### src/rtl/uart_pkg.sv
`timescale 1ns/1ps
`default_nettype none
// ============================================================================
// Module      : uart_pkg
// Description : Shared constants and helpers for the parametrised UART
//               receiver: FSM state encoding, parity modes, oversampling
//               constants and the baud divisor function.
// Revision    : 1.0 - initial release
// ============================================================================
package uart_pkg;

    // Oversampling: 16 ticks per bit, majority of ticks 7/8/9
    localparam int               c_OVERSAMPLE = 16;
    localparam int               c_OS_W       = $clog2(c_OVERSAMPLE);
    localparam logic [c_OS_W-1:0] c_SAMPLE_T0 = 4'd7;
    localparam logic [c_OS_W-1:0] c_SAMPLE_T1 = 4'd8;
    localparam logic [c_OS_W-1:0] c_SAMPLE_T2 = 4'd9;

    // Width of the per-tick sysclk divisor
    localparam int c_DIV_W = 16;

    // Parity modes
    localparam logic [1:0] c_PAR_NONE     = 2'd0;
    localparam logic [1:0] c_PAR_EVEN     = 2'd1;
    localparam logic [1:0] c_PAR_ODD      = 2'd2;
    localparam logic [1:0] c_PAR_NONE_ALT = 2'd3;

    // Receiver FSM state encoding
    localparam logic [2:0] c_ST_IDLE   = 3'd0;
    localparam logic [2:0] c_ST_START  = 3'd1;
    localparam logic [2:0] c_ST_DATA   = 3'd2;
    localparam logic [2:0] c_ST_PARITY = 3'd3;
    localparam logic [2:0] c_ST_STOP   = 3'd4;

    // sysclk cycles per oversample tick, rounded to nearest
    function automatic logic [c_DIV_W-1:0] baud_div(input int unsigned clk_freq,
                                                   input logic [2:0]  sel);
        int unsigned baud;
        case (sel)
            3'd1:    baud = 57600;
            3'd2:    baud = 38400;
            3'd3:    baud = 19200;
            3'd4:    baud = 9600;
            3'd5:    baud = 230400;
            3'd6:    baud = 460800;
            default: baud = 115200;
        endcase
        return c_DIV_W'((clk_freq + 8 * baud) / (16 * baud));
    endfunction

endpackage
`default_nettype wire

### src/rtl/uart_rx_fifo.sv
`timescale 1ns/1ps
`default_nettype none
// ============================================================================
// Module      : uart_rx_fifo
// Description : Small first-word-fall-through FIFO. Synchronous write,
//               combinational head read gated to zero when empty. Full and
//               empty come from pointers carrying one extra wrap bit.
// Revision    : 1.0 - initial release
// ============================================================================
module uart_rx_fifo #(
    parameter int WIDTH = 10,
    parameter int DEPTH = 4
) (
    input  logic             sysclk,
    input  logic             rst,
    input  logic             wr_en_i,
    input  logic [WIDTH-1:0] wr_data_i,
    input  logic             rd_en_i,
    output logic [WIDTH-1:0] rd_data_o,
    output logic             full_o,
    output logic             empty_o
);

    localparam int             c_AW      = $clog2(DEPTH);
    localparam logic [c_AW:0]  c_PTR_ONE = {{c_AW{1'b0}}, 1'b1};

    logic [WIDTH-1:0] mem_q [DEPTH];
    logic [c_AW:0]    wptr_q;
    logic [c_AW:0]    rptr_q;
    logic             w_do_rd;
    logic             w_do_wr;

    assign empty_o = (wptr_q == rptr_q);
    assign full_o  = (wptr_q[c_AW] != rptr_q[c_AW]) &&
                     (wptr_q[c_AW-1:0] == rptr_q[c_AW-1:0]);

    // A pop frees a slot in the same cycle, so a full FIFO still accepts a
    // write when it is being read.
    assign w_do_rd = rd_en_i && !empty_o;
    assign w_do_wr = wr_en_i && (!full_o || w_do_rd);

    // Pointer update; reset empties the FIFO
    always_ff @(posedge sysclk or negedge rst) begin
        if (!rst) begin
            wptr_q <= '0;
            rptr_q <= '0;
        end else begin
            if (w_do_wr) wptr_q <= wptr_q + c_PTR_ONE;
            if (w_do_rd) rptr_q <= rptr_q + c_PTR_ONE;
        end
    end

    // Storage; contents are never observed while empty so no reset is needed
    always_ff @(posedge sysclk) begin
        if (w_do_wr) mem_q[wptr_q[c_AW-1:0]] <= wr_data_i;
    end

    assign rd_data_o = empty_o ? '0 : mem_q[rptr_q[c_AW-1:0]];

endmodule
`default_nettype wire

### src/rtl/uart_rx_param.sv
`timescale 1ns/1ps
`default_nettype none
// ============================================================================
// Module      : uart_rx_param
// Description : Parametrised UART receiver: 2-FF input synchroniser, 16x
//               oversampling tick generator with 3-sample majority vote,
//               optional even/odd parity, framing/parity error flags and a
//               FWFT receive FIFO with sticky overrun.
// Revision    : 1.0 - initial release
// ============================================================================
module uart_rx_param
    import uart_pkg::*;
#(
    parameter int CLK_FREQ   = 50_000_000,
    parameter int DATA_W     = 8,
    parameter int FIFO_DEPTH = 4
) (
    input  logic              sysclk,
    input  logic              rst,
    input  logic [2:0]        Baud_set,
    input  logic [1:0]        parity_mode,
    input  logic              uart_rx,
    input  logic              rd_en,
    input  logic              clr_ovr,
    output logic [DATA_W-1:0] Data,
    output logic              frame_err,
    output logic              parity_err,
    output logic              rx_valid,
    output logic              rx_done,
    output logic              overrun
);

    localparam int c_WORD_W = DATA_W + 2;

    // Registered state
    logic [1:0]          sync_q;
    logic                prev_q;
    logic [2:0]          state_q,    state_d;
    logic [c_DIV_W-1:0]  div_q,      div_d;
    logic [c_DIV_W-1:0]  cnt_q,      cnt_d;
    logic [c_OS_W-1:0]   tick_cnt_q, tick_cnt_d;
    logic [3:0]          bit_cnt_q,  bit_cnt_d;
    logic [1:0]          samp_q,     samp_d;
    logic [DATA_W-1:0]   shift_q,    shift_d;
    logic                perr_q,     perr_d;
    logic [1:0]          pmode_q,    pmode_d;
    logic                done_q;
    logic                overrun_q,  overrun_d;

    // Combinational helpers
    logic                w_line;
    logic                w_start;
    logic                w_tick;
    logic                w_mid;
    logic                w_bit;
    logic                w_par_en;
    logic                w_stop_done;
    logic                w_ferr;
    logic                w_full;
    logic                w_empty;
    logic [c_WORD_W-1:0] w_head;

    assign w_line      = sync_q[1];
    assign w_start     = (state_q == c_ST_IDLE) && prev_q && !w_line;
    assign w_tick      = (cnt_q == div_q - c_DIV_W'(1));
    assign w_mid       = w_tick && (tick_cnt_q == c_SAMPLE_T2);
    // Majority of ticks 7, 8 and the live sample at tick 9
    assign w_bit       = (samp_q[0] & samp_q[1]) | (samp_q[0] & w_line) |
                         (samp_q[1] & w_line);
    assign w_par_en    = !((pmode_q == c_PAR_NONE) || (pmode_q == c_PAR_NONE_ALT));
    assign w_stop_done = (state_q == c_ST_STOP) && w_mid;
    assign w_ferr      = !w_bit;

    // Next-state logic: tick generation, sampling and frame FSM
    always_comb begin
        state_d    = state_q;
        div_d      = div_q;
        cnt_d      = cnt_q;
        tick_cnt_d = tick_cnt_q;
        bit_cnt_d  = bit_cnt_q;
        samp_d     = samp_q;
        shift_d    = shift_q;
        perr_d     = perr_q;
        pmode_d    = pmode_q;

        if (state_q != c_ST_IDLE) begin
            cnt_d = w_tick ? '0 : cnt_q + c_DIV_W'(1);
            if (w_tick) begin
                tick_cnt_d = tick_cnt_q + c_OS_W'(1);
                if (tick_cnt_q == c_SAMPLE_T0) samp_d[0] = w_line;
                if (tick_cnt_q == c_SAMPLE_T1) samp_d[1] = w_line;
            end
        end

        case (state_q)
            c_ST_IDLE: begin
                if (w_start) begin
                    // Baud and parity mode are frozen for the whole frame
                    state_d    = c_ST_START;
                    div_d      = baud_div(CLK_FREQ, Baud_set);
                    pmode_d    = parity_mode;
                    cnt_d      = '0;
                    tick_cnt_d = '0;
                    bit_cnt_d  = '0;
                    perr_d     = 1'b0;
                end
            end
            c_ST_START: begin
                if (w_mid) state_d = w_bit ? c_ST_IDLE : c_ST_DATA;
            end
            c_ST_DATA: begin
                if (w_mid) begin
                    shift_d   = {w_bit, shift_q[DATA_W-1:1]};
                    bit_cnt_d = bit_cnt_q + 4'd1;
                    if (bit_cnt_q == 4'(DATA_W - 1))
                        state_d = w_par_en ? c_ST_PARITY : c_ST_STOP;
                end
            end
            c_ST_PARITY: begin
                if (w_mid) begin
                    perr_d  = (^shift_q) ^ w_bit ^ (pmode_q == c_PAR_ODD);
                    state_d = c_ST_STOP;
                end
            end
            c_ST_STOP: begin
                // Leave at mid-stop so a following start edge is not missed
                if (w_mid) state_d = c_ST_IDLE;
            end
            default: state_d = c_ST_IDLE;
        endcase
    end

    // A completed frame while full is dropped unless a pop frees a slot
    // in the same cycle; a new drop wins over a concurrent clear.
    always_comb begin
        overrun_d = (overrun_q && !clr_ovr) || (w_stop_done && w_full && !rd_en);
    end

    // Synchroniser, FSM and status registers
    always_ff @(posedge sysclk or negedge rst) begin
        if (!rst) begin
            sync_q     <= 2'b11;
            prev_q     <= 1'b1;
            state_q    <= c_ST_IDLE;
            div_q      <= baud_div(CLK_FREQ, 3'd0);
            cnt_q      <= '0;
            tick_cnt_q <= '0;
            bit_cnt_q  <= '0;
            samp_q     <= 2'b11;
            shift_q    <= '0;
            perr_q     <= 1'b0;
            pmode_q    <= c_PAR_NONE;
            done_q     <= 1'b0;
            overrun_q  <= 1'b0;
        end else begin
            sync_q     <= {sync_q[0], uart_rx};
            prev_q     <= sync_q[1];
            state_q    <= state_d;
            div_q      <= div_d;
            cnt_q      <= cnt_d;
            tick_cnt_q <= tick_cnt_d;
            bit_cnt_q  <= bit_cnt_d;
            samp_q     <= samp_d;
            shift_q    <= shift_d;
            perr_q     <= perr_d;
            pmode_q    <= pmode_d;
            done_q     <= w_stop_done;
            overrun_q  <= overrun_d;
        end
    end

    uart_rx_fifo #(
        .WIDTH (c_WORD_W),
        .DEPTH (FIFO_DEPTH)
    ) u_fifo (
        .sysclk    (sysclk),
        .rst       (rst),
        .wr_en_i   (w_stop_done),
        .wr_data_i ({w_ferr, perr_q, shift_q}),
        .rd_en_i   (rd_en),
        .rd_data_o (w_head),
        .full_o    (w_full),
        .empty_o   (w_empty)
    );

    assign Data       = w_head[DATA_W-1:0];
    assign parity_err = w_head[DATA_W];
    assign frame_err  = w_head[DATA_W+1];
    assign rx_valid   = !w_empty;
    assign rx_done    = done_q;
    assign overrun    = overrun_q;

endmodule
`default_nettype wire

### config.mk
export PLATFORM = sky130hd
export DESIGN_NAME = uart_rx_param
export DESIGN_NICKNAME = d
export VERILOG_FILES = /design/src/rtl/uart_pkg.sv /design/src/rtl/uart_rx_fifo.sv /design/src/rtl/uart_rx_param.sv
export SDC_FILE = /design/constraint.sdc
export NUM_CORES = 1
export LEC_CHECK = 0
export ABC_CLOCK_PERIOD_IN_PS = 6410
export BUFFER_PORTS_ARGS = -buffer_cell sky130_fd_sc_hd__clkbuf_2
export CAP_MARGIN = 10
export CORE_MARGIN = 1.5
export CORE_UTILIZATION = 45
export CTS_CLUSTER_SIZE = 10
export DETAILED_ROUTE_END_ITERATION = 8
export REMOVE_ABC_BUFFERS = 1
export SKIP_CTS_REPAIR_TIMING = 1
export SYNTH_ARGS = -nofsm -noshare
export SYNTH_HDL_FRONTEND = slang
export SYNTH_HIERARCHICAL = 1
export SYNTH_SLANG_ARGS = --single-unit
### constraint.sdc
create_clock -name sysclk -period 6.41 [get_ports sysclk]
set_clock_uncertainty 0.2 [all_clocks]
set_input_delay 1.282 -clock sysclk [delete_from_list [all_inputs] [get_ports sysclk]]
set_output_delay 1.282 -clock sysclk [all_outputs]
set_load 0.01 [all_outputs]
# --- Yosys cells after proc, flatten, opt, wreduce, memory -nomap -nowiden ---
# Memories as Yosys holds them, arrays and structs flattened.
# Index checks and enable logic that the tools add are counted.
totals:
  reg_bits: 67
  latchBits: 0
  inputBits: 10
  mem_bits_rw: 40
  out_inout_bits: 13
  wordCells: 119
  rom_bits: 0
  memories: 1
memory_table:
  columns: ["name", "depth", "width", "rd", "rd_clocked_by_memory_dff", "wr", "line_no", "text"]
  rows:
  - ["u_fifo.mem_q", 4, 10, 1, 0, 1, "uart_rx_fifo.sv:27", "logic [WIDTH-1:0] mem_q [DEPTH];"]
classes:
  n_eq_ne: 26
  n_reduce_logical: 32
  n_div: 1
  multipliers: 0
  shift: 0
  mux: 29
  n_lt_le_gt_ge: 0
  n_bitwise: 7
  n_addsub: 7
ops:
  columns: ["cell", "n"]
  rows:
  - ["19-bit one-hot mux with 6 select lines", 1]
  - ["16-bit 2-to-1 mux", 4]
  - ["29-bit 2-to-1 mux", 2]
  - ["26-bit by 32-bit adder with 32-bit output, first input constant", 1]
  - ["32-bit by 32-bit divider with 32-bit output", 1]
  - ["4-bit 2-to-1 mux", 6]
  - ["3-bit 2-to-1 mux", 7]
  - ["16-bit by 1-bit adder with 16-bit output, second input constant", 1]
  - ["16-bit == test", 1]
  - ["16-bit by 1-bit subtractor with 16-bit output, second input constant", 1]
  - ["3-bit one-hot mux with 5 select lines", 1]
  - ["3-bit by 2-bit == test with 1-bit output, second input constant", 4]
  - ["3-bit == test, second input constant", 4]
  - ["2-bit inequality test, second input constant", 6]
  - ["3-bit AND reduction", 4]
  - ["1-bit logical AND", 10]
  - ["10-bit 2-to-1 mux", 1]
  - ["4-bit by 1-bit adder with 4-bit output, second input constant", 2]
  - ["4-bit by 3-bit == test with 1-bit output, second input constant", 2]
  - ["4-bit == test, second input constant", 2]
  - ["4-bit one-hot mux with 2 select lines", 1]
  - ["8-bit XOR reduction", 1]
  - ["3-bit by 1-bit adder with 3-bit output, second input constant", 2]
  - ["3-bit by 1-bit == test with 1-bit output, second input constant", 2]
  - ["other kinds (18)", 35]

# --- Longest topological paths before layout ---
logic_depth:
  depth_word: 7
  ltp_mapped: 185

# --- By module ---
# The synthesis kept the hierarchy.
modules_own_cells:
  columns: ["module", "cells_each", "area_per_inst_um2", "n_inst"]
  rows:
  - ["uart_rx_param", 1864, 13569.3, 1]
  - ["uart_rx_fifo", 98, 1919.3, 1]

# --- Least setup slack after synthesis ---
# OpenSTA, ideal clock, no wires.
synth_timing:
  path_kind: "input-to-reg"
  start: "in Baud_set[0]"
  end: "reg div_q[0]"
  setup_time_ns: 0.093
  arrival_ns: 33.657
  n_path_buf: 19
  setup_slack_ns: -27.540
  required_ns: 6.117
  stages: 177
  path_cell_list: "buf_2 -> clkbuf_1 -> clkbuf_1 -> nor2_1 -> o21ai_1 -> ha_1 -> o21a_1 -> nor2_1 -> a21oi_1 -> nand2_1 -> inv_2 -> buf_2 -> nand2_1 -> ha_1 -> o211ai_1 -> nand3b_1 -> o21ai_0 -> o211a_4 -> [... 141 more ...] -> a21o_1 -> a21o_1 -> a41oi_1 -> and4_1 -> buf_2 -> buf_2 -> nand2_1 -> o21ai_0 -> ha_1 -> o21a_1 -> o21a_1 -> o21ai_0 -> nand2b_1 -> a31oi_1 -> nor2_1 -> nor3_1 -> a31o_1 -> o41ai_2"
synth_between:
  elab_chain_len: 6
  word_cells_on_any_way: 11
  classes_between: "add/sub (1); div (1); eq/ne (6); mux (3)"
synth_lines:
  columns: ["item", "line_no", "text"]
  rows:
  - ["start, declared", "uart_rx_param.sv:20", "input logic [2:0] Baud_set,"]
  - ["3-bit == test (tied with other cells)", "uart_pkg.sv:39", "case (sel)"]
  - ["19-bit one-hot mux with 6 select lines (*)", "uart_pkg.sv:39", null]
  - ["29-bit 2-to-1 mux (*)", "uart_rx_param.sv:97", "if (w_start) begin"]
  - ["29-bit 2-to-1 mux (*)", "uart_rx_param.sv:95", "case (state_q)"]
  - ["26-bit by 32-bit adder with 32-bit output", "uart_pkg.sv:48", "return c_DIV_W'((clk_freq + 8 * baud) / (16 * baud));"]
  - ["32-bit by 32-bit divider with 32-bit output (*)", "uart_pkg.sv:48", null]
  - ["end signal, assigned", "uart_rx_param.sv:145", "div_q <= baud_div(CLK_FREQ, 3'd0);"]
  - ["end signal, assigned", "uart_rx_param.sv:159", "div_q <= div_d;"]
  - ["end, declared", "uart_rx_param.sv:39", "logic [c_DIV_W-1:0] div_q, div_d;"]
# Every way passes the cells marked *; elsewhere a longest branch is shown, timed or not. The select of a mux whose other input is x is not followed.
# A chain may end at the register's enable or synchronous reset.

# --- Worst setup path in the final report ---
# Ends and elaborated chain as after synthesis.

==> impl_metrics.env <==
export IMPL_ys_top_cells_by_area="ha_1 (11%), dfrtp_1 (9.4%), edfxtp_1 (7.8%)"
export IMPL_tightest_slew_ns=0.971
export IMPL_cts_inserted_buffers=9
export IMPL_grt_first_pass_wirelength_um=93700
export IMPL_finalHoldViolations=0
export IMPL_rsz0062_at_grt="yes"
export IMPL_rr_endpoint="u_fifo/mem_q[3][2]$_DFFE_PP_"
export IMPL_cp_common_cell="a21oi_2"
export IMPL_grt_max_degree=68
export IMPL_arrival_ns=28.94
export IMPL_drtAntennaViolNets=0
export IMPL_cp_startpoint="Baud_set[0]"
export IMPL_root_buffer="clkbuf_16"
export IMPL_rows=67
export IMPL_hp_class="reg2reg"
export IMPL_period_needed_ns=28.86
export IMPL_ys_ff_latch=107
export IMPL_dp_slack_ns=-24.47
export IMPL_violations="negative setup slack"
export IMPL_cts_sinks=107
export IMPL_r2r_start="div_q[0]$_DFFE_PN1P_"
export IMPL_yosys_warnings=6
export IMPL_worst_setup_path_end_kind="register"
export IMPL_grt_pass1_vias=17371
export IMPL_synth_edf_count=40
export IMPL_path_max_fanout=6
export IMPL_clkSlewWorstSetupHoldPaths_ns=0.08
export IMPL_min_delay_start="sync_q[0]$_DFF_PN1_"
export IMPL_nets=2819
export IMPL_dieArea_um2=35500
export IMPL_crit_buf_inv=14
export IMPL_ff2ff_path_depth=15
export IMPL_core_um2=33700
export IMPL_worstHoldEndpoint="sync_q[1]$_DFF_PN1_"
export IMPL_htree_levels=3
export IMPL_seq_area_frac_synth_pct=18.7
export IMPL_wl_per_cell_um=20.2
export IMPL_max_clock_path_buffers=2
export IMPL_grt_ovfl_total=0
export IMPL_die_h_um=189
export IMPL_io_pins=23
export IMPL_min_period_over_period_pct=450
export IMPL_crit_required_ns=6.49
export IMPL_clock_latency_ns=0.36
export IMPL_wirelength_um=63200
export IMPL_path_delay_family="compound AO/OA/AOI/OAI gates"
export IMPL_synth_top_area_share_pct=10.9
export IMPL_dr_pass1_iters=6
export IMPL_worst_slack_ns=-22.45
export IMPL_drc_errors=0
export IMPL_dp_hpwl_um=48100
export IMPL_viasPerCell=5.94
export IMPL_cap_violations=0
export IMPL_area_delta_synth_final_pct=47.9
export IMPL_synth_distinct_cells=119
export IMPL_drive_gt1_share_pct=40.4
export IMPL_startpoint_type="input pin"
export IMPL_routed_via_count=18572
export IMPL_antenna_found_initial=0
export IMPL_slowest_delay_ns=0.52
export IMPL_async_flop_share_pct=62.6
export IMPL_syn_area_um2=15500
export IMPL_diodes=0
export IMPL_status="finished, violations left"
export IMPL_drv_slew=0
export IMPL_die_w_um=189
export IMPL_avgSynthCellArea_um2=7.89
export IMPL_multi_input_area_um2=12900
export IMPL_rrSetupSlack_ns=1.97
export IMPL_tns_ns=-128.15
export IMPL_yosys_cell_count_top_type="nand2_1"
export IMPL_fmaxAchievable_ghz=0.0347
export IMPL_start_util_pct=46.0
export IMPL_seqCellArea_um2=2890
export IMPL_fillers=2829
export IMPL_cts_tree="built"
export IMPL_holdPathStages=0
export IMPL_drt_iter0_drc=1577
export IMPL_place_congestion=0.939
export IMPL_grt_use_total_pct=33.4
export IMPL_slowest_stage="or4_1"
export IMPL_ys_flop_type="dfrtp_1"
export IMPL_setup_viol=11
export IMPL_io_buffers=22
export IMPL_synth_commonest_cells="nand2_1 (196), nor2_1 (178), a21oi_1 (138)"
export IMPL_slew_headroom_pct=35.0
export IMPL_synthCells=1962
export IMPL_hold_ws_ns=0.165
export IMPL_synth_top_cell_by_area="ha_1"
export IMPL_worstSetupPathType="in2reg"
export IMPL_final_util_pct=68.0
## how the worst max path moves through the flow
stage / slack [ns] / to / depth (start not counted)
after floorplan: -27.78 / div_q[0]$_DFFE_PN1P_ / 156
after global placement: -23.53 / div_q[0]$_DFFE_PN1P_ / 160
after global routing: -23.82 / div_q[0]$_DFFE_PN1P_ / 161
after detailed placement: -24.47 / div_q[0]$_DFFE_PN1P_ / 160
final: -22.45 / div_q[0]$_DFFE_PN1P_ / 162
after CTS: -24.25 / div_q[0]$_DFFE_PN1P_ / 160
## stage by stage
step	cell area (um2)	std cells
after floorplan	15200	1887
after global placement	21000	3043
after detailed placement	21000	3043
after CTS	21300	3059
after global routing	22900	3127
final	22900	3127
## cell usage in the layout (no fill, tap or decap), drive strengths merged, types with 12 or more instances in the layout
| cell | instances |
|---|---|
| inv | 70 |
| o21a | 35 |
| a211o | 15 |
| a21oi | 139 |
| a31oi | 26 |
| mux2i | 20 |
| mux2 | 34 |
| o31a | 12 |
| nand4 | 24 |
| or3 | 21 |
| xor2 | 55 |
| and3 | 28 |
| dfrtp | 58 |
| or2 | 13 |
| o21ai | 137 |
| nor2b | 29 |
| nor2 | 180 |
| xnor2 | 98 |
| nand3 | 64 |
| nor3 | 59 |
| o31ai | 24 |
| ha | 135 |
| o211ai | 20 |
| a21o | 53 |
| nor4 | 23 |
| nand2b | 18 |
| nand2 | 199 |
| edfxtp | 40 |
| a211oi | 25 |
| and2 | 19 |
| buf | 756 |
| a31o | 16 |
| clkbuf | 29 |
## state kept, by name (all words and copies together), names as in the netlist
signal         count
u_fifo/mem_q      40
cnt_q             16
div_q             16
shift_q            8
bit_cnt_q          4
tick_cnt_q         4
state_q            3
u_fifo/rptr_q      3
u_fifo/wptr_q      3
pmode_q            2
samp_q             2
sync_q             2
overrun            1
perr_q             1
prev_q             1
rx_done            1
## kinds of logic (layout without fill, tap and decap cells)
family / Yosys count / in the layout / share of synthesized area, %
other: 2 / 5 / 0.0485
flip-flops: 107 / 107 / 18.7
buffers and inverters: 151 / 865 / 4.00
XOR/XNOR: 154 / 154 / 8.89
adder cells (fa/ha/maj): 135 / 135 / 10.9
AND/OR/NAND/NOR: 716 / 716 / 23.0
AO/OA/AOI/OAI: 632 / 632 / 28.9
multiplexers: 65 / 65 / 5.57
## metal layers
layer / global-route usage, % / vias up / wire length, um
li1: - / 8820 / -
met1: 43.9 / 8821 / 26600
met2: 55.4 / 746 / 29200
met3: 4.17 / 185 / 4470
met4: 13.9 / 0 / 2910
met5: 0 / - / 0
## area by class of cell
class                           instances  share of cell area (%)
Tap cell                              448                    2.45
Inverter                               73                    1.22
Sequential cell                       107                    12.6
Clock buffer                            9                   0.983
Timing Repair Buffer                  776                    25.9
Multi-Input combinational cell       1707                    56.4
Clock inverter                          7                   0.399
Power is left out: the tool's default activity adds up to more than one toggle a clock period on the data nets, which glitch-free logic cannot reach.
